==> config.mk <==
export PLATFORM = sky130hd
export DESIGN_NAME = risc_control_unit_flat
export DESIGN_NICKNAME = d
export VERILOG_FILES = /design/src/rtl/risc_control_unit_if.sv /design/src/rtl/risc_control_unit.sv /design/src/flat_wrapper.sv
export SDC_FILE = /design/constraint.sdc
export NUM_CORES = 1
export LEC_CHECK = 0
export CORE_ASPECT_RATIO = 2
export CORE_MARGIN = 3
export CORE_UTILIZATION = 42
export DETAILED_ROUTE_END_ITERATION = 12
export GPL_TIMING_DRIVEN = 0
export PLACE_DENSITY = 0.84
export SLEW_MARGIN = 20
export SYNTH_ARGS = -nofsm -noshare
export SYNTH_HDL_FRONTEND = slang
export SYNTH_SLANG_ARGS = --single-unit
==> constraint.sdc <==
create_clock -name clk -period 2 [get_ports clk]
set_input_delay 0.2 -clock clk [delete_from_list [all_inputs] [get_ports clk]]
set_output_delay 0.2 -clock clk [all_outputs]
set_load 0.02 [all_outputs]
==> src/rtl/risc_control_unit_if.sv <==
`default_nettype none
// ============================================================================
// Module      : risc_control_unit_if
// Description : Bus between the RISC control unit and its datapath plus the
//               instruction ROM and data RAM strobes.
//               master modport : control unit side (drives selects/strobes)
//               slave  modport : datapath / memory side
//   imem_addr/imem_data : instruction ROM address / data (data 1 cycle later)
//   V,C,N,Z, A_out      : datapath ALU flags and bus A
//   MD,RW,ASEL,MB,FS,SA,DR,BA,imdt,PC : datapath selects
//   ram_addr, ram_we    : data RAM address and write strobe
// Revision    : 1.0 - initial release
// ============================================================================
interface risc_control_unit_if #(
    parameter int PC_W = 6
);
    logic [15:0]     imem_data;
    logic [PC_W-1:0] imem_addr;
    logic            V;
    logic            C;
    logic            N;
    logic            Z;
    logic [15:0]     A_out;
    logic            MD;
    logic            RW;
    logic            ASEL;
    logic [1:0]      MB;
    logic [3:0]      FS;
    logic [3:0]      SA;
    logic [3:0]      DR;
    logic [3:0]      BA;
    logic [15:0]     imdt;
    logic [PC_W-1:0] PC;
    logic [15:0]     ram_addr;
    logic            ram_we;

    modport master (
        input  imem_data, V, C, N, Z, A_out,
        output imem_addr, MD, RW, ASEL, MB, FS, SA, DR, BA, imdt, PC,
               ram_addr, ram_we
    );

    modport slave (
        output imem_data, V, C, N, Z, A_out,
        input  imem_addr, MD, RW, ASEL, MB, FS, SA, DR, BA, imdt, PC,
               ram_addr, ram_we
    );
endinterface
`default_nettype wire

==> src/rtl/risc_control_unit.sv <==
`default_nettype none
// ============================================================================
// Module      : risc_control_unit
// Description : Multi-cycle FETCH/LOAD/EXEC/MEM/HALT sequencer for the 16-bit
//               RISC datapath. Owns PC, instruction register and ALU flags.
//   clk     : system clock, rising edge
//   reset   : asynchronous active-low reset
//   run     : 1 = allowed to leave FETCH
//   bus     : datapath / memory bus (master side)
//   halted  : 1 while in HALT
//   flags   : latched {V,C,N,Z}
// Revision    : 1.0 - initial release
// ============================================================================
module risc_control_unit #(
    parameter int PC_W  = 6,
    parameter int IMM_W = 8
) (
    input  wire logic           clk,
    input  wire logic           reset,
    input  wire logic           run,
    risc_control_unit_if.master bus,
    output logic                halted,
    output logic [3:0]          flags
);

    localparam logic [3:0] c_OP_LDI  = 4'h8;
    localparam logic [3:0] c_OP_LD   = 4'h9;
    localparam logic [3:0] c_OP_ST   = 4'hA;
    localparam logic [3:0] c_OP_JAL  = 4'hB;
    localparam logic [3:0] c_OP_BZ   = 4'hC;
    localparam logic [3:0] c_OP_BN   = 4'hD;
    localparam logic [3:0] c_OP_JR   = 4'hE;
    localparam logic [3:0] c_OP_HALT = 4'hF;

    typedef enum logic [2:0] {
        S_FETCH = 3'd0,
        S_LOAD  = 3'd1,
        S_EXEC  = 3'd2,
        S_MEM   = 3'd3,
        S_HALT  = 3'd4
    } state_t;

    state_t          r_state;
    state_t          w_next_state;
    logic [PC_W-1:0] r_pc;
    logic [PC_W-1:0] w_pc_next;
    logic [15:0]     r_ir;
    logic [15:0]     w_ir_next;
    logic [3:0]      r_flags;
    logic [3:0]      w_flags_next;
    logic [15:0]     r_ram_addr;
    logic [15:0]     w_ram_addr_next;

    logic            w_md;
    logic            w_rw;
    logic            w_asel;
    logic [1:0]      w_mb;
    logic [3:0]      w_fs;
    logic [15:0]     w_imdt;
    logic            w_ram_we;
    logic            w_addr_bypass;

    // Instruction fields
    logic [3:0]       w_op;
    logic [PC_W-1:0]  w_tgt;
    logic [IMM_W-1:0] w_imm;
    assign w_op  = r_ir[15:12];
    assign w_tgt = r_ir[PC_W-1:0];
    assign w_imm = r_ir[IMM_W-1:0];

    always_ff @(posedge clk or negedge reset) begin
        if (!reset) begin
            r_state    <= S_FETCH;
            r_pc       <= '0;
            r_ir       <= '0;
            r_flags    <= '0;
            r_ram_addr <= '0;
        end else begin
            r_state    <= w_next_state;
            r_pc       <= w_pc_next;
            r_ir       <= w_ir_next;
            r_flags    <= w_flags_next;
            r_ram_addr <= w_ram_addr_next;
        end
    end

    always_comb begin
        w_next_state    = r_state;
        w_pc_next       = r_pc;
        w_ir_next       = r_ir;
        w_flags_next    = r_flags;
        w_ram_addr_next = r_ram_addr;
        w_md            = 1'b0;
        w_rw            = 1'b0;
        w_asel          = 1'b0;
        w_mb            = 2'b00;
        w_fs            = 4'h0;
        w_imdt          = 16'h0000;
        w_ram_we        = 1'b0;
        w_addr_bypass   = 1'b0;

        case (r_state)
            S_FETCH: begin
                if (run) begin
                    w_next_state = S_LOAD;
                end
            end
            S_LOAD: begin
                w_ir_next    = bus.imem_data;
                w_pc_next    = r_pc + 1'b1;   // wraps naturally at PC_W bits
                w_next_state = S_EXEC;
            end
            S_EXEC: begin
                w_next_state = S_FETCH;
                case (w_op)
                    4'h0, 4'h1, 4'h2, 4'h3, 4'h4, 4'h5, 4'h6, 4'h7: begin
                        w_fs         = {1'b0, w_op[2:0]};
                        w_rw         = 1'b1;
                        w_flags_next = {bus.V, bus.C, bus.N, bus.Z};
                    end
                    c_OP_LDI: begin
                        w_mb   = 2'b01;
                        w_imdt = {{(16-IMM_W){1'b0}}, w_imm};
                        w_rw   = 1'b1;
                    end
                    c_OP_LD: begin
                        w_addr_bypass   = 1'b1;
                        w_ram_addr_next = bus.A_out;
                        w_next_state    = S_MEM;
                    end
                    c_OP_ST: begin
                        w_asel          = 1'b1;
                        w_addr_bypass   = 1'b1;
                        w_ram_addr_next = bus.A_out;
                        w_ram_we        = 1'b1;
                    end
                    c_OP_JAL: begin
                        w_mb      = 2'b10;
                        w_rw      = 1'b1;
                        w_pc_next = w_tgt;
                    end
                    c_OP_BZ: begin
                        if (r_flags[0]) begin
                            w_pc_next = w_tgt;
                        end
                    end
                    c_OP_BN: begin
                        if (r_flags[1]) begin
                            w_pc_next = w_tgt;
                        end
                    end
                    c_OP_JR: begin
                        w_pc_next = bus.A_out[PC_W-1:0];
                    end
                    c_OP_HALT: begin
                        w_next_state = S_HALT;
                    end
                    default: begin
                        w_next_state = S_FETCH;
                    end
                endcase
            end
            S_MEM: begin
                w_md         = 1'b1;
                w_rw         = 1'b1;
                w_next_state = S_FETCH;
            end
            S_HALT: begin
                w_next_state = S_HALT;
            end
            default: begin
                w_next_state = S_FETCH;
            end
        endcase
    end

    // The RAM samples its address combinationally during EXEC, so the address
    // register is bypassed with A_out in that cycle; afterwards (MEM) the
    // captured value is presented.
    assign bus.ram_addr  = w_addr_bypass ? bus.A_out : r_ram_addr;
    assign bus.imem_addr = r_pc;
    assign bus.PC        = r_pc;
    assign bus.SA        = r_ir[7:4];
    assign bus.DR        = r_ir[11:8];
    assign bus.BA        = r_ir[3:0];
    assign bus.MD        = w_md;
    assign bus.RW        = w_rw;
    assign bus.ASEL      = w_asel;
    assign bus.MB        = w_mb;
    assign bus.FS        = w_fs;
    assign bus.imdt      = w_imdt;
    assign bus.ram_we    = w_ram_we;
    assign halted        = (r_state == S_HALT);
    assign flags         = r_flags;

endmodule
`default_nettype wire

==> src/flat_wrapper.sv <==
// flat-port wrapper written by rule: the top's interface ports become plain ports
module risc_control_unit_flat 
#(
    parameter int PC_W  = 6,
    parameter int IMM_W = 8
)
  (clk, reset, run, halted, flags, bus_imem_data, bus_V, bus_C, bus_N, bus_Z, bus_A_out, bus_imem_addr, bus_MD, bus_RW, bus_ASEL, bus_MB, bus_FS, bus_SA, bus_DR, bus_BA, bus_imdt, bus_PC, bus_ram_addr, bus_ram_we);
  risc_control_unit_if #(.PC_W(PC_W)) bus_i ();
  input  wire logic clk;
  input  wire logic reset;
  input  wire logic run;
  output logic halted;
  output logic [3:0] flags;
  input wire logic [$bits(bus_i.imem_data)-1:0] bus_imem_data;
  input wire logic [$bits(bus_i.V)-1:0] bus_V;
  input wire logic [$bits(bus_i.C)-1:0] bus_C;
  input wire logic [$bits(bus_i.N)-1:0] bus_N;
  input wire logic [$bits(bus_i.Z)-1:0] bus_Z;
  input wire logic [$bits(bus_i.A_out)-1:0] bus_A_out;
  output wire logic [$bits(bus_i.imem_addr)-1:0] bus_imem_addr;
  output wire logic [$bits(bus_i.MD)-1:0] bus_MD;
  output wire logic [$bits(bus_i.RW)-1:0] bus_RW;
  output wire logic [$bits(bus_i.ASEL)-1:0] bus_ASEL;
  output wire logic [$bits(bus_i.MB)-1:0] bus_MB;
  output wire logic [$bits(bus_i.FS)-1:0] bus_FS;
  output wire logic [$bits(bus_i.SA)-1:0] bus_SA;
  output wire logic [$bits(bus_i.DR)-1:0] bus_DR;
  output wire logic [$bits(bus_i.BA)-1:0] bus_BA;
  output wire logic [$bits(bus_i.imdt)-1:0] bus_imdt;
  output wire logic [$bits(bus_i.PC)-1:0] bus_PC;
  output wire logic [$bits(bus_i.ram_addr)-1:0] bus_ram_addr;
  output wire logic [$bits(bus_i.ram_we)-1:0] bus_ram_we;
  assign bus_i.imem_data = bus_imem_data;
  assign bus_i.V = bus_V;
  assign bus_i.C = bus_C;
  assign bus_i.N = bus_N;
  assign bus_i.Z = bus_Z;
  assign bus_i.A_out = bus_A_out;
  assign bus_imem_addr = bus_i.imem_addr;
  assign bus_MD = bus_i.MD;
  assign bus_RW = bus_i.RW;
  assign bus_ASEL = bus_i.ASEL;
  assign bus_MB = bus_i.MB;
  assign bus_FS = bus_i.FS;
  assign bus_SA = bus_i.SA;
  assign bus_DR = bus_i.DR;
  assign bus_BA = bus_i.BA;
  assign bus_imdt = bus_i.imdt;
  assign bus_PC = bus_i.PC;
  assign bus_ram_addr = bus_i.ram_addr;
  assign bus_ram_we = bus_i.ram_we;
  risc_control_unit #(.PC_W(PC_W), .IMM_W(IMM_W)) u_core (.clk(clk), .reset(reset), .run(run), .bus(bus_i), .halted(halted), .flags(flags));
endmodule
* Word-level counts from Yosys, hierarchy flattened
Index checks and enable logic that the tools add are counted.
Word-level totals: word-level logic and storage cells 59, output and inout bits 71, flip-flop bits (word level) 45
Operators by class: muxes and demuxes 21, add/subtract/negate cells 1, equal/unequal tests 23, reductions and logical operators 9
Operators with widths (number):
- 4-bit == test (second input constant) | 8
- 16-bit two-way mux | 2
- 6-bit one-hot mux with 4 select lines | 1
- 4-bit by 3-bit == test with 1-bit output (second input constant) | 4
- 6-bit two-way mux | 2
- 3-bit one-hot mux with 4 select lines | 1
- 6-bit one-hot mux with 2 select lines | 1
- 10-bit OR reduction | 1
- 4-bit by 2-bit == test with 1-bit output (second input constant) | 2
- 8-bit two-way mux | 1
- 8-bit OR reduction | 1
- 6-bit by 1-bit adder with 6-bit output (second input constant) | 1
- 3-bit by 2-bit == test with 1-bit output (second input constant) | 2
- 1-bit two-way mux | 6
- 3-bit two-way mux | 2
- 3-bit by 2-bit inequality test with 1-bit output (second input constant) | 2
- 3-bit one-hot mux with 2 select lines | 1
- 5-bit by 4-bit inequality test with 1-bit output (second input constant) | 1
- 4-bit by 1-bit == test with 1-bit output (second input constant) | 1
- 4-bit logical NOT | 1
- 4-bit two-way mux | 1
- 2-bit one-hot mux with 2 select lines | 1
- 2-bit AND reduction | 2
- 4-bit AND reduction | 1
- 8 further kinds | 8

* Logic depth before layout (Yosys ltp)
Gate-level depths: netlist of the first run.
word-level depth 5, depth in mapped cells 6

* Worst setup path before layout of the first run
OpenSTA, ideal clock, no wires.
path type register to output, from register u_core.r_state[2], to output bus_imdt[0], setup slack -86 ps, path buffers 0, cell stages (with the launch flop) 5, data arrival time 1886 ps, cell sequence dfrtp_1 -> nor3b_4 -> nand3b_2 -> nor3_1 -> and2_1
On the way: word-level cells in the longest chain between the ends 2
Ends and longest elaborated chain:
- from (decl) | RTL line risc_control_unit.sv:43 | state_t r_state;
- from (signal assigned) | RTL line risc_control_unit.sv:79 | r_state <= w_next_state;
- 3-bit by 2-bit == test with 1-bit output | RTL line risc_control_unit.sv:102 | case (r_state)
- 16-bit two-way mux | RTL line risc_control_unit.sv:102
- to (decl) | RTL line flat_wrapper.sv:29 | output wire logic [$bits(bus_i.imdt)-1:0] bus_imdt;
No other way between the ends.

* Worst setup path after layout of the first run
from register u_core.r_state[2], to output bus_ram_addr[1]
On the way: word-level cells in the longest chain between the ends 3
Ends and longest elaborated chain:
- 3-bit by 2-bit == test with 1-bit output | RTL line risc_control_unit.sv:102
- 1-bit two-way mux | RTL line risc_control_unit.sv:102
- 16-bit two-way mux | RTL line risc_control_unit.sv:180 | assign bus.ram_addr = w_addr_bypass ? bus.A_out : r_ram_addr;
- to (decl) | RTL line flat_wrapper.sv:31 | output wire logic [$bits(bus_i.ram_addr)-1:0] bus_ram_addr;
No other way between the ends.

==> results of run 1 <==
==> repair_timing <==
| action | 4_1_cts | 5_1_grt |
|---|---|---|
| hold buffers | 1 | 0 |
| buffers inserted | 15 | 10 |
| gates cloned | 1 | 1 |
| pin swaps | 3 | 3 |
| endpoints found under the hold margin | 13 | 0 |
| gates resized for setup | 161 | 36 |
| setup endpoints to repair | 32 | 32 |
==> metal layers <==
layer	vias up	global-route usage [%]	wire, um
li1	958	-	-
met1	984	20.7	2110
met2	81	39.7	3990
met3	12	4.79	483
met4	0	7.10	157
met5	-	0	0
==> worst max-delay path: cells and delay by family, from the launching register on <==
kind / cells / cell delay [ns]
simple gates: 3 / 0.61
flops: 1 / 0.44
buf+inv: 2 / 0.31
mux: 1 / 0.31
==> placed cells by master (no fill, tap or decap), types with 2 or more instances in the layout <==
cell,synthesis,final
a211oi_1,3,3
clkbuf_2,0,3
buf_4,28,51
inv_1,2,2
nor3b_4,1,2
o22a_1,2,2
buf_2,4,8
buf_12,0,2
nand2_1,4,3
a21oi_1,8,8
clkbuf_8,0,6
o22ai_1,2,2
dfrtp_1,45,43
mux2_4,10,13
dfrtp_2,0,2
nand4b_1,2,2
nor3b_1,3,2
buf_6,2,27
nand3_1,3,3
conb_1,1,9
and2_4,0,8
mux2_2,30,27
mux2i_1,3,2
and2_1,13,5
and3b_1,2,2
and3_1,2,2
nand2b_1,3,3
clkdlybuf4s50_1,0,66
a221oi_1,3,3
nor3_1,3,2
nor2_1,8,7
dlygate4sd2_1,0,3
==> worst max path at each step <==
stage / start / end
3_5_place_dp: u_core.r_state[2]$_DFFE_PN0P_ / bus_ram_addr[11]
5_1_grt: u_core.r_state[2]$_DFFE_PN0P_ / bus_ram_addr[1]
2_1_floorplan: u_core.r_state[2]$_DFFE_PN0P_ / bus_ram_we
3_3_place_gp: reset / u_core.r_ir[8]$_DFFE_PN0N_
6_report: u_core.r_state[2]$_DFFE_PN0P_ / bus_ram_addr[1]
4_1_cts: u_core.r_state[0]$_DFFE_PN0P_ / bus_ram_addr[1]
==> power groups by stage <==
stage                     Sequential (W)  Combinational [W]  Clock (W)
after floorplan                  0.00176            0.00222          0
after global placement           0.00172            0.00365          0
after detailed placement         0.00174            0.00374          0
after CTS                        0.00175            0.00397   0.000593
after global routing             0.00182            0.00441   0.000635
final                            0.00177            0.00413   0.000576
==> state kept, by name (all words and copies together), names as in the netlist <==
name               cells
u_core.r_ir           16
u_core.r_ram_addr     16
u_core.bus.PC          6
u_core.flags           4
u_core.r_state         3
==> cell type report <==
type                            count  area (um^2)  area share, %
Buffer                             34          254           6.45
Clock buffer                        6         82.6           2.10
Clock inverter                      1         7.51          0.191
Inverter                            2         7.51          0.191
Multi-Input combinational cell    127         1130           28.6
Sequential cell                    45         1130           28.7
Tap cell                           60         75.1           1.91
Timing Repair Buffer              129         1260           31.9
==> synthesized netlist by cell type (all sizes together), types with 3 or more instances <==
cell type / count
nor3: 3
mux2i: 3
nand2: 4
a211oi: 3
nor2: 8
mux2: 40
a221oi: 3
nor3b: 4
a21oi: 8
nand2b: 4
nand3: 3
dfrtp: 45
buf: 34
and2: 13
==> cells by family after synthesis <==
kind of cell,Yosys count
and+or+nand+nor,50
DFF,45
muxes,43
buffers and inverters,38
AOI/OAI and AO/OA,23
adders and majority gates,1
other,1
xor gates and xnor gates,1
==> metrics by stage <==
step / instances / instance area [um^2] / TNS, ns
4_1_cts: 393 / 3800 / -3.01
6_report: 404 / 3940 / -3.67
2_1_floorplan: 210 / 2450 / 0
3_5_place_dp: 371 / 3540 / -9.58
3_3_place_gp: 370 / 3520 / -31.23
5_1_grt: 404 / 3940 / -5.55
==> results_dict.tcl, run 1 <==
set metrics [dict create \
    status "finished with violations" \
    violations "setup timing" \
    cts_tree "built" \
    whs_ns 0.322 \
    dp_slack_ns -0.447 \
    portBuffers 100 \
    synth-simple-area-share_pct 13.2 \
    grt_max_degree 33 \
    synth-async-reset-ratio_pct 100 \
    hold_class "in -> async" \
    drt-total-wl_mm 6.74 \
    num-nets-final 384 \
    clockPowerShare_pct 8.9 \
    crit_arrival_ns 1.98 \
    worst_slack_ns -0.181 \
    drive_gt1_share_pct 46.2 \
    antenna_found_initial 0 \
    drtIter0Drc 55 \
    r2r_slack_ns 0 \
    grt.overflow.total 0 \
    finalHoldViolCount 0 \
    netlist_area_mm2 0.00241 \
    p_sw_w 0.00256 \
    finalWeightedCongestion 0.875 \
    antenna_left 0 \
    initial_utilization_pct 43.8 \
    ys_ff_latch 45 \
    synth_xor_area_share_pct 0.363 \
    fmax_mhz 458 \
    vdd_drop_max_mv 1.25 \
    clock_path_buffers 2 \
    rows 38 \
    internal_power_w 0.00391 \
    slowest_stage "dfrtp_2" \
    r2r_cells 6 \
    synth-seq-area-share_pct 46.7 \
    core_mm2 0.00552 \
    cts.sinks 45 \
    fillers 433 \
    ctsRootBufferMaster "clkbuf_8" \
    path_cells "nor3b_4 -> nand3b_4 -> nand2b_4 -> buf_16 -> mux2_4 -> buf_6" \
    min_period_ns 2.18 \
    synth_top_cell_by_area "dfrtp_1" \
    yosys_warnings 0 \
    synth_top_family_by_area "multiplexers" \
    endpoint_kind "output port" \
    seq_power_share_pct 27.3 \
    required_ns 1.80 \
    die_area_mm2 0.00675 \
    slew_violations 0 \
    track_usage_pct 20.8 \
    rsz0062_at_grt "true" \
    via_per_inst 5.04 \
    drc 0 \
    insertion_delay_ns 0.31 \
    dieHeight_um 113 \
    p_leak_nw 1.87 \
    finalSetupViolCount 27 \
    crit_type "reg -> out" \
    fin_util_pct 71.4 \
    drt-pass1-iter-count 5 \
    grt_pass1_vias 2129 \
    synthCells 202 \
    clk_transition_reported_paths_ns 0.08 \
    dp_hpwl_mm 4.81 \
    power_per_cell_area_mw_per_mm2 1640 \
    n_antenna_cell 0 \
    timing.rr.start "u_core.r_state[1]$_DFFE_PN0P_" \
    synth_area_per_cell_um2 11.9 \
    synth_ff_type "dfrtp_1" \
    numCtsBuffers 5 \
    reg2reg_to "u_core.bus.PC[1]$_DFFE_PN0P_" \
    syn_to_final_growth_pct 63.1 \
    synth_top_area_share_pct 46.7 \
    crit_fanout 8 \
    grt_pass1_wl_mm 10.4 \
    muxShareOfSynthArea_pct 21.5 \
    cpPeakStageDelay_ns 0.44 \
    route.vias.total 2035 \
    wire_per_inst_um 16.7 \
    htreeDepth 2 \
    power_w 0.00647 \
    synth_compound_gate_area_share_pct 6.58 \
    finalClockSkew_ns 0.00796 \
    synth_area_leaders "dfrtp_1, mux2_2, buf_4" \
    die_w_um 59.6 \
    synth_cell_type_count 39 \
    start_kind "flop" \
    swShare_pct 39.5 \
    drv_cap 0 \
    ios 110 \
    synth-edff-count 0 \
    comb_power_share_pct 63.8 \
    period_share_pct 109 \
    synth_fa_ha_area_share_pct 0.518 \
]
No activity file was read; power rests on OpenSTA's default activity.
==> inputs of run 2 (changes only) <==
- SLEW_MARGIN: 20 -> default
==> results of run 2 <==
Same layout as run 1: the final DEF is identical, and so are final timing and power.
==> inputs of run 3 (changes only) <==
==> constraint.sdc (replaced) <==
create_clock -name clk -period 2 [get_ports clk]
set_input_delay 0.6 -clock clk [delete_from_list [all_inputs] [get_ports clk]]
set_output_delay 0.6 -clock clk [all_outputs]
set_load 0.02 [all_outputs]
==> run 3 against run 2 <==
Against the previous run:
- the flow still finishes with violations (setup timing)
- sequential power about the same
- count of clock-buffer cells in the layout unchanged
- sequential share of layout area grew 0.41 points
- combinational power fell by 5.8%
- largest power group unchanged
==> results_dict.tcl, run 3 (same netlist as run 1, synthesis figures left out) <==
set metrics [dict create \
    startpoint "u_core.r_state[0]$_DFFE_PN0P_" \
    finalClockSkew_ns 0.00768 \
    num-nets-final 376 \
    drive_gt1_share_pct 49.0 \
    die_w_um 59.6 \
    finalWeightedCongestion 0.887 \
    cpPeakStageDelay_ns 0.44 \
    rsz0062_at_grt "true" \
    violations "setup timing" \
    grt_pass1_wl_mm 9.80 \
    numCtsBuffers 5 \
    syn_to_final_growth_pct 61.5 \
    wire_per_inst_um 15.6 \
    vdd_drop_max_mv 1.09 \
    period_share_pct 127 \
    regArea_mm2 0.00113 \
    min_period_ns 2.54 \
    ctsRootBufferMaster "clkbuf_8" \
    path_cells "nor3b_4 -> nand3b_4 -> nand2b_4 -> buf_12 -> mux2_4 -> buf_6" \
    critical_path_buf_inv_count 2 \
    drtIter0Drc 63 \
    fmax_mhz 393 \
    cts.sinks 45 \
    n_antenna_cell 0 \
    insertion_delay_ns 0.30 \
    tns_ns -13.64 \
    htreeDepth 2 \
    endpoint_kind "output port" \
    crit_arrival_ns 1.94 \
    dp.cells 371 \
    finalSetupViolCount 32 \
    start_kind "flop" \
    initial_utilization_pct 43.8 \
    status "finished with violations" \
    fin_util_pct 70.7 \
    dp_hpwl_mm 4.58 \
    clock_path_buffers 2 \
    multi_input_area_mm2 0.00114 \
    grt_pass1_vias 2102 \
    crit_type "reg -> out" \
    grt.overflow.total 0 \
    required_ns 1.40 \
    layout.cells.non_filler 397 \
    clk_transition_reported_paths_ns 0.08 \
    hold_class "in -> async" \
    worst_slack_ns -0.544 \
    core_mm2 0.00552 \
    mostFrequentLayoutCells "clkdlybuf4s50_1, buf_4, dfrtp_1" \
    die_area_mm2 0.00675 \
    postCtsHoldBufs 0 \
    crit_fanout 10 \
    slew_violations 0 \
    ios 110 \
    dieHeight_um 113 \
    track_usage_pct 19.0 \
    grt_max_degree 40 \
    dp_slack_ns -0.859 \
    drt-total-wl_mm 6.18 \
    antenna_found_initial 0 \
    portBuffers 100 \
    layout_commonest_cell "clkdlybuf4s50_1" \
    antenna_left 0 \
    drc 0 \
    p_leak_nw 1.90 \
    slowest_stage "dfrtp_2" \
    cts_tree "built" \
    drt-pass1-iter-count 4 \
    rows 38 \
    power_per_cell_area_mw_per_mm2 1590 \
    fillers 425 \
    timing.rr.start "u_core.r_state[2]$_DFFE_PN0P_" \
    via_per_inst 4.95 \
    critPathTopFamily "simple AND/OR/NAND/NOR gates" \
    finalHoldViolCount 0 \
    route.vias.total 1967 \
    drv_cap 0 \
    whs_ns 0.125 \
]
[run 3: per-stage QoR]
stage / area (um^2) / total power [W]
2_1_floorplan: 2470 / 0.00400
3_3_place_gp: 3540 / 0.00537
3_5_place_dp: 3560 / 0.00547
4_1_cts: 3820 / 0.00617
5_1_grt: 3900 / 0.00658
6_report: 3900 / 0.00618
[run 3: final cells by class]
cell class              count  share of cell area [%]
clock inverters             2                   0.257
plain buffers              33                    6.32
clock buffers               6                    1.86
inverters                   2                   0.193
multi-input cells         127                    29.2
well taps                  60                    1.93
flip-flops and latches     45                    29.1
repair buffers            122                    31.2
[run 3: power breakdown]
group / internal, W / switching, W
registers: 0.00138 / 0.000365
logic: 0.00208 / 0.00181
clock network: 0.000242 / 0.000300
[run 3: what timing repair did]
| action | 4_1_cts | 5_1_grt |
|---|---|---|
| resized for setup | 225 | 19 |
| pin swaps | 6 | 5 |
| endpoints found under the setup margin | 48 | 39 |
| setup buffers | 18 | 3 |
| gates cloned | 0 | 0 |
[run 3: path summary, 6_finish.rpt]
path | endpoint | slack (ns) | cells after the start
worst min register to register | u_core.r_ram_addr[0]$_DFFE_PN0P_ | 0.50 | 1
worst min-delay path | u_core.r_ram_addr[10]$_DFFE_PN0P_ | 0.13 | 1
max in group asynchronous | u_core.bus.PC[2]$_DFFE_PN0P_ | 1.40 | 2
worst max register to register | u_core.bus.PC[1]$_DFFE_PN0P_ | 0.09 | 6
min in group clk | u_core.r_ram_addr[0]$_DFFE_PN0P_ | 0.50 | 1
worst max-delay path | bus_ram_addr[1] | -0.54 | 6
[run 3: layer usage]
layer	GRT usage [%]	wire, um
met1	20.6	2160
met2	35.1	3560
met3	2.97	354
met4	7.10	110
met5	0	0
[run 3: worst reg2reg max path, delay by kind of cell, from the launching register on]
family,cells,cell delay [ns]
compound gates,2,0.49
buf+inv,2,0.23
mux,1,0.36
flops,1,0.44
simple gates,1,0.28
